[config.mk]
export PLATFORM = sky130hd
export DESIGN_NAME = mem_lsu_flat
export DESIGN_NICKNAME = d
export VERILOG_FILES = /design/src/rtl/mem_lsu_if.sv /design/src/rtl/mem_lsu.sv /design/src/flat_wrapper.sv
export SDC_FILE = /design/constraint.sdc
export NUM_CORES = 1
export LEC_CHECK = 0
export CAP_MARGIN = 25
export CORE_AREA = 5 5 141 103
export CTS_BUF_LIST = sky130_fd_sc_hd__clkbuf_8
export CTS_CLUSTER_SIZE = 25
export DETAILED_ROUTE_END_ITERATION = 7
export DIE_AREA = 0 0 146 108
export PLACE_DENSITY = 0.85
export REMOVE_ABC_BUFFERS = 1
export SYNTH_ARGS = -nofsm -noshare
export SYNTH_HDL_FRONTEND = slang
export SYNTH_SLANG_ARGS = --single-unit
[constraint.sdc]
create_clock -name clk -period 5.5 [get_ports clk]
set_input_delay 0.825 -clock clk [delete_from_list [all_inputs] [get_ports clk]]
set_output_delay 0.825 -clock clk [all_outputs]
set_load 0.02 [all_outputs]
[src/rtl/mem_lsu_if.sv]
// Data-bus bundle between the load/store unit (master) and the memory port (slave).
`ifndef RegBus
`define RegBus 32
`endif

interface mem_lsu_if;
   logic               dbus_req_o;
   logic               dbus_we_o;
   logic [3:0]         dbus_be_o;
   logic [`RegBus-1:0] dbus_addr_o;
   logic [`RegBus-1:0] dbus_wdata_o;
   logic [`RegBus-1:0] dbus_rdata_i;
   logic               dbus_ack_i;

   modport master (
      output dbus_req_o, dbus_we_o, dbus_be_o, dbus_addr_o, dbus_wdata_o,
      input  dbus_rdata_i, dbus_ack_i
   );

   modport slave (
      input  dbus_req_o, dbus_we_o, dbus_be_o, dbus_addr_o, dbus_wdata_o,
      output dbus_rdata_i, dbus_ack_i
   );
endinterface

[src/rtl/mem_lsu.sv]
// MEM-stage load/store unit: holds the pipeline while one data-bus access is in
// flight and returns the write-back triple one cycle after EX.
//
// state | meaning
// IDLE  | pass-through of ALU results; accept or reject memory ops
// BUS   | request on the data bus, waiting for ack
// DONE  | write-back presented, pipeline released, inputs ignored
`ifndef AluOpBus
`define AluOpBus 8
`endif
`ifndef RegBus
`define RegBus 32
`endif
`ifndef RegAddrBus
`define RegAddrBus 5
`endif
`ifndef ALU_OP_NOP
`define ALU_OP_NOP 8'h00
`define ALU_OP_ADD 8'h20
`define ALU_OP_LB  8'hE0
`define ALU_OP_LH  8'hE1
`define ALU_OP_LW  8'hE3
`define ALU_OP_SB  8'hE8
`define ALU_OP_SH  8'hE9
`define ALU_OP_SW  8'hEB
`endif

module mem_lsu (
    input  logic                    clk,
    input  logic                    rst,
    input  logic [`AluOpBus-1:0]    aluop_i,
    input  logic [`RegBus-1:0]      mem_addr_i,
    input  logic [`RegBus-1:0]      reg2_i,
    input  logic [`RegAddrBus-1:0]  wd_i,
    input  logic                    wreg_i,
    input  logic [`RegBus-1:0]      wdata_i,
    output logic [`RegAddrBus-1:0]  wd_o,
    output logic                    wreg_o,
    output logic [`RegBus-1:0]      wdata_o,
    output logic                    stallreq,
    output logic                    addr_err_o,
    mem_lsu_if.master               dbus
);

    typedef enum logic [1:0] {IDLE, BUS, DONE} state_t;

    state_t                  state, state_n;
    logic [`AluOpBus-1:0]    op_q, op_n;
    logic [1:0]              off_q, off_n;
    logic [`RegAddrBus-1:0]  wd_q, wd_n;
    logic                    wreg_q, wreg_n;

    logic                    req_n, we_n;
    logic [3:0]              be_n;
    logic [`RegBus-1:0]      baddr_n, bwdata_n;
    logic [`RegAddrBus-1:0]  wd_o_n;
    logic                    wreg_o_n, addr_err_n, stall_c;
    logic [`RegBus-1:0]      wdata_o_n;

    logic                    is_load, is_store, aligned;
    logic [3:0]              be_c;
    logic [`RegBus-1:0]      st_data, ld_data;
    logic [7:0]              ld_byte;
    logic [15:0]             ld_half;

    always_comb begin
        is_load  = 1'b0;
        is_store = 1'b0;
        aligned  = 1'b1;
        be_c     = 4'b0000;
        st_data  = '0;
        case (aluop_i)
            `ALU_OP_LW, `ALU_OP_SW: begin
                is_load  = (aluop_i == `ALU_OP_LW);
                is_store = (aluop_i == `ALU_OP_SW);
                aligned  = (mem_addr_i[1:0] == 2'b00);
                be_c     = 4'b1111;
                st_data  = reg2_i;
            end
            `ALU_OP_LH, `ALU_OP_SH: begin
                is_load  = (aluop_i == `ALU_OP_LH);
                is_store = (aluop_i == `ALU_OP_SH);
                aligned  = ~mem_addr_i[0];
                be_c     = mem_addr_i[1] ? 4'b1100 : 4'b0011;
                st_data  = {2{reg2_i[15:0]}};
            end
            `ALU_OP_LB, `ALU_OP_SB: begin
                is_load  = (aluop_i == `ALU_OP_LB);
                is_store = (aluop_i == `ALU_OP_SB);
                be_c     = 4'b0001 << mem_addr_i[1:0];
                st_data  = {4{reg2_i[7:0]}};
            end
            default: ;
        endcase
    end

    // Lane selection uses the offset latched at accept time, not the live address.
    always_comb begin
        ld_byte = dbus.dbus_rdata_i[8*off_q +: 8];
        ld_half = off_q[1] ? dbus.dbus_rdata_i[31:16] : dbus.dbus_rdata_i[15:0];
        case (op_q)
            `ALU_OP_LH: ld_data = {{16{ld_half[15]}}, ld_half};
            `ALU_OP_LB: ld_data = {{24{ld_byte[7]}}, ld_byte};
            default:    ld_data = dbus.dbus_rdata_i;
        endcase
    end

    always_comb begin
        state_n    = state;
        op_n       = op_q;
        off_n      = off_q;
        wd_n       = wd_q;
        wreg_n     = wreg_q;
        req_n      = dbus.dbus_req_o;
        we_n       = dbus.dbus_we_o;
        be_n       = dbus.dbus_be_o;
        baddr_n    = dbus.dbus_addr_o;
        bwdata_n   = dbus.dbus_wdata_o;
        wd_o_n     = wd_o;
        wreg_o_n   = 1'b0;
        wdata_o_n  = wdata_o;
        addr_err_n = 1'b0;
        stall_c    = 1'b0;
        case (state)
            IDLE: begin
                if (is_load || is_store) begin
                    if (aligned) begin
                        state_n  = BUS;
                        stall_c  = 1'b1;
                        op_n     = aluop_i;
                        off_n    = mem_addr_i[1:0];
                        wd_n     = wd_i;
                        wreg_n   = wreg_i & is_load;
                        req_n    = 1'b1;
                        we_n     = is_store;
                        be_n     = be_c;
                        baddr_n  = {mem_addr_i[31:2], 2'b00};
                        bwdata_n = st_data;
                    end else begin
                        addr_err_n = 1'b1;
                    end
                end else begin
                    wd_o_n    = wd_i;
                    wreg_o_n  = wreg_i;
                    wdata_o_n = wdata_i;
                end
            end
            BUS: begin
                stall_c = 1'b1;
                if (dbus.dbus_ack_i) begin
                    state_n = DONE;
                    req_n   = 1'b0;
                    we_n    = 1'b0;
                    if (wreg_q) begin
                        wreg_o_n  = 1'b1;
                        wd_o_n    = wd_q;
                        wdata_o_n = ld_data;
                    end
                end
            end
            DONE:    state_n = IDLE;
            default: state_n = IDLE;
        endcase
    end

    // Reset must drop the hold request at once, even while a memory op sits in EX.
    assign stallreq = rst & stall_c;

    always_ff @(posedge clk or negedge rst) begin
        if (!rst) begin
            state             <= IDLE;
            op_q              <= `ALU_OP_NOP;
            off_q             <= 2'b00;
            wd_q              <= '0;
            wreg_q            <= 1'b0;
            dbus.dbus_req_o   <= 1'b0;
            dbus.dbus_we_o    <= 1'b0;
            dbus.dbus_be_o    <= 4'b0000;
            dbus.dbus_addr_o  <= '0;
            dbus.dbus_wdata_o <= '0;
            wd_o              <= '0;
            wreg_o            <= 1'b0;
            wdata_o           <= '0;
            addr_err_o        <= 1'b0;
        end else begin
            state             <= state_n;
            op_q              <= op_n;
            off_q             <= off_n;
            wd_q              <= wd_n;
            wreg_q            <= wreg_n;
            dbus.dbus_req_o   <= req_n;
            dbus.dbus_we_o    <= we_n;
            dbus.dbus_be_o    <= be_n;
            dbus.dbus_addr_o  <= baddr_n;
            dbus.dbus_wdata_o <= bwdata_n;
            wd_o              <= wd_o_n;
            wreg_o            <= wreg_o_n;
            wdata_o           <= wdata_o_n;
            addr_err_o        <= addr_err_n;
        end
    end

endmodule

[src/flat_wrapper.sv]
// flat-port wrapper written by rule: the top's interface ports become plain ports
module mem_lsu_flat 
  (clk, rst, aluop_i, mem_addr_i, reg2_i, wd_i, wreg_i, wdata_i, wd_o, wreg_o, wdata_o, stallreq, addr_err_o, dbus_dbus_req_o, dbus_dbus_we_o, dbus_dbus_be_o, dbus_dbus_addr_o, dbus_dbus_wdata_o, dbus_dbus_rdata_i, dbus_dbus_ack_i);
  mem_lsu_if dbus_i ();
  input  logic clk;
  input  logic rst;
  input  logic [`AluOpBus-1:0] aluop_i;
  input  logic [`RegBus-1:0] mem_addr_i;
  input  logic [`RegBus-1:0] reg2_i;
  input  logic [`RegAddrBus-1:0] wd_i;
  input  logic wreg_i;
  input  logic [`RegBus-1:0] wdata_i;
  output logic [`RegAddrBus-1:0] wd_o;
  output logic wreg_o;
  output logic [`RegBus-1:0] wdata_o;
  output logic stallreq;
  output logic addr_err_o;
  output wire logic [$bits(dbus_i.dbus_req_o)-1:0] dbus_dbus_req_o;
  output wire logic [$bits(dbus_i.dbus_we_o)-1:0] dbus_dbus_we_o;
  output wire logic [$bits(dbus_i.dbus_be_o)-1:0] dbus_dbus_be_o;
  output wire logic [$bits(dbus_i.dbus_addr_o)-1:0] dbus_dbus_addr_o;
  output wire logic [$bits(dbus_i.dbus_wdata_o)-1:0] dbus_dbus_wdata_o;
  input wire logic [$bits(dbus_i.dbus_rdata_i)-1:0] dbus_dbus_rdata_i;
  input wire logic [$bits(dbus_i.dbus_ack_i)-1:0] dbus_dbus_ack_i;
  assign dbus_dbus_req_o = dbus_i.dbus_req_o;
  assign dbus_dbus_we_o = dbus_i.dbus_we_o;
  assign dbus_dbus_be_o = dbus_i.dbus_be_o;
  assign dbus_dbus_addr_o = dbus_i.dbus_addr_o;
  assign dbus_dbus_wdata_o = dbus_i.dbus_wdata_o;
  assign dbus_i.dbus_rdata_i = dbus_dbus_rdata_i;
  assign dbus_i.dbus_ack_i = dbus_dbus_ack_i;
  mem_lsu u_core (.clk(clk), .rst(rst), .aluop_i(aluop_i), .mem_addr_i(mem_addr_i), .reg2_i(reg2_i), .wd_i(wd_i), .wreg_i(wreg_i), .wdata_i(wdata_i), .wd_o(wd_o), .wreg_o(wreg_o), .wdata_o(wdata_o), .stallreq(stallreq), .addr_err_o(addr_err_o), .dbus(dbus_i));
endmodule
==> impl_results.md <==
* Root Buffer: clkbuf_8
* Initial core utilization at 47.0%
* Hold Vio Cnt, Final at 0
* Cts-stage hold buffer count at 0
* Synth Area in Adders at 0%
* #FFs+latches synth at 125
* EDFF count, synth at 0
* Minimum clock period at 4.02 ns
* Setup_tns at 0 ns
* Final setup fails at 0
* R2R Setup Slk at 3.01 ns
* Tightest Pin Transition at 1.06 ns
* Leakage at 4.06 nW
* Worst setup SP type: input pin
* Setup crit end: stallreq
* Crit Path Category: input pin to output pin
* Mean Syn Cell Area at 9.00 sq um
* CTS tree: built
* Mapped cell area at 6080 sq um
* Pwr Density at 292 nW/um^2
* Die height at 108 um
* Initial DRC count at 333
* Compound-Gate Fraction of Synth Area at 17.8%
* Simple-gate portion of the synthesized area at 21.6%
* Worst R2R End: u_core.wdata_o[8]
* Worst flop-to-flop path startpoint: u_core.off_q[1]
* CTS Sinks at 125
* Worst setup path startpoint: aluop_i[2]
* Final worst-path cycle share at 73.1%
* Overall Global Routing Usage at 23.5%
* CP Data Arrival Time at 3.19 ns
* Worst-path fanout max at 5
* Layout Skew at 0.0158 ns
* Register area share after synthesis at 51.5%
* Drt pass-1 iters at 5
* Cts bufs inserted at 17
* Layout cells sized above 1 at 6.63%
* Total Die Area at 15800 sq um
* Max-slew violations at 0
* Total gr overflow at 0
* Hold crit path type: input pin to async pin
* Worst setup EP type: output pin
* Largest net degree at the start of global routing at 78
* DP HPWL at 14.0 mm
* Maximum VDD drop at 0.000180 V
* Reg2reg path depth at 5
* IO Pins at 255
* Drc violations at 0
* Worst path slowest cell: clkdlybuf4s50_1
* Layout net count at 1052
* Worst-Skew Late Latency at 0.42 ns
* RSZ-0062 raised after global routing: no
* Xor and xnor area share after synthesis at 0%
* Vias in the first global route at 5546
* Total wire length at 19.0 mm
* Cells along the critical path: clkdlybuf4s50_1 -> or3b_1 -> nor2_1 -> and3_2 -> o211a_1 -> clkdlybuf4s50_1
* Rows at 35
* Diode count at 0
* Post-route ant nets at 0
* CP max stage delay at 0.61 ns
* Max Clk Rate at 249 MHz
* Clock transition at the registers of the reported paths at 0.08 ns
* Main combinational cell family by area after synthesis: simple AND/OR/NAND/NOR gates
* Multiplexer share of the synthesized area at 4.78%
* CP Data Required Time at 4.68 ns
* Syn Inst Count at 675
* Post-cts resize count at 0
* Post-CTS Setup Bufs at 0
* PortBufs at 252
* Ys flop type: dfrtp_1
* Max Cap Violations at 0
* Die Width at 146 um
* WL per Instance at 17.5 um
* Core Util, Final at 70.3%
* Layout area overhead at 49.5%
* Vias/cell at 5.20
* Distinct cells, synth at 49
* Core area at 12900 sq um
* FFs w/ async S/R, synth at 100%
* GP Congestion at 0.864
* First-pass GRT wire length at 29.6 mm
* Level count of the clock H-tree at 4
* Vias post-DR at 5650
* Crit-path most repeated cell: clkdlybuf4s50_1
* Bufs on Longest Clock Path at 2
* Initial antenna violation count at 0
* Synth warn at 0
* Max-slew headroom at 29.3%
* Run status: finished, final reports clean
==> per-stage QoR <==
step                      power (W)  cells  setup slack (ns)  hold slack, ns  instance area [sq um]
after global placement      0.00183   1053              1.56           0.446                   8650
after floorplan             0.00144    626              1.85           0.426                   5840
final                       0.00266   1086              1.48           0.410                   9080
after detailed placement    0.00185   1053              1.51           0.450                   8650
after global routing        0.00278   1086              1.39           0.409                   9080
after CTS                   0.00267   1085              1.50           0.468                   9060
==> cells in the final DEF (no fill, tap or decap), types with 3 or more instances in the layout <==
cell type / synthesis / routed
clkdlybuf4s50_1: 0 / 251
nand2_1: 227 / 227
dfrtp_1: 125 / 125
nor2_1: 36 / 36
o21ai_0: 32 / 32
a21oi_1: 27 / 27
mux2i_1: 20 / 20
clkbuf_8: 0 / 18
nand3_1: 17 / 17
a2bb2o_1: 16 / 16
o31ai_1: 16 / 16
a22oi_1: 10 / 10
nor2b_1: 11 / 10
buf_4: 6 / 10
a22o_1: 9 / 9
mux2_2: 8 / 8
nand2b_1: 7 / 7
inv_1: 6 / 7
o211ai_1: 7 / 7
a211oi_1: 7 / 7
a21o_1: 7 / 7
inv_6: 0 / 6
and2_1: 4 / 4
o22a_1: 4 / 4
o21ai_1: 3 / 3
clkinv_4: 0 / 3
==> sequential cells by signal, indices dropped and copies added, names as in the netlist, 2 cells and up <==
signal,flops
u_core.state,2
u_core.wd_q,5
u_core.op_q,8
u_core.off_q,2
u_core.dbus.dbus_wdata_o,32
u_core.wdata_o,32
u_core.dbus.dbus_addr_o,30
u_core.wd_o,5
u_core.dbus.dbus_be_o,4
==> worst min path at each step <==
stage / slack (ns) / start / to / depth (start not counted)
finish: 0.41 / rst / u_core.wdata_o[9] / 2
global placement: 0.45 / u_core.op_q[5] / u_core.op_q[5] / 1
floorplan: 0.43 / u_core.op_q[7] / u_core.op_q[7] / 1
CTS: 0.47 / u_core.op_q[6] / u_core.op_q[6] / 1
global route: 0.41 / rst / u_core.wdata_o[0] / 2
detailed placement: 0.45 / u_core.op_q[5] / u_core.op_q[5] / 1
==> cells by family (layout without fill, tap and decap cells) <==
group	count (synthesis)	after routing
AO/OA/AOI/OAI	150	150
buffers and inverters	56	300
multiplexers	28	28
flip-flops	125	125
other	1	2
AND/OR/NAND/NOR	315	315
==> critical path, delay by kind of cell <==
family	cells	cell delay (ns)
compound gates	1	0.17
buf+inv	2	1.07
simple gates	3	1.12
==> routing by layer <==
metal / track usage (%) / wire [um] / up-vias / part of all wire, %
met4: 8.59 / 541 / 0 / 2.8
met1: 31.3 / 8320 / 2633 / 44
li1: - / - / 2755 / -
met2: 37.6 / 8880 / 216 / 47
met5: 0 / 0 / - / 0
met3: 6.16 / 1280 / 46 / 6.7
==> synth_stat cells, types with 2 or more instances <==
cell,number,area (sq um)
mux2i_1,20,200
nand3_1,17,85.1
clkbuf_1,23,86.3
o21ai_0,32,160
nand2_1,227,852
a21oi_1,27,135
dfrtp_1,125,3130
a211oi_1,7,52.6
mux2_2,8,90.1
and2_1,4,25.0
o22a_1,4,35.0
nor2_1,36,135
nor2b_1,11,68.8
a21o_1,7,52.6
o31ai_1,16,120
o21ai_1,3,15.0
a22oi_1,10,75.1
a22o_1,9,78.8
inv_1,6,22.5
a2bb2o_1,16,160
buf_2,21,105
buf_4,6,45.0
and3_1,2,12.5
nand2b_1,7,43.8
o211ai_1,7,52.6
==> cell type report <==
class	count	area [sq um]
flip-flops and latches	125	3130
repair buffers	262	2620
well taps	166	208
fillers	1028	3830
clock inverters	14	158
inverters	6	22.5
clock buffers	18	248
multi-input cells	495	2710
==> power breakdown <==
part | switching, W | total [W] | leakage, nW | internal, W
Sequential | 0.0000831 | 0.00112 | 1.60 | 0.00103
Combinational | 0.000354 | 0.000714 | 2.25 | 0.000360
Clock | 0.000400 | 0.000824 | 0.203 | 0.000424
Total | 0.000837 | 0.00266 | 4.06 | 0.00182
No activity file was read; power rests on OpenSTA's default activity.
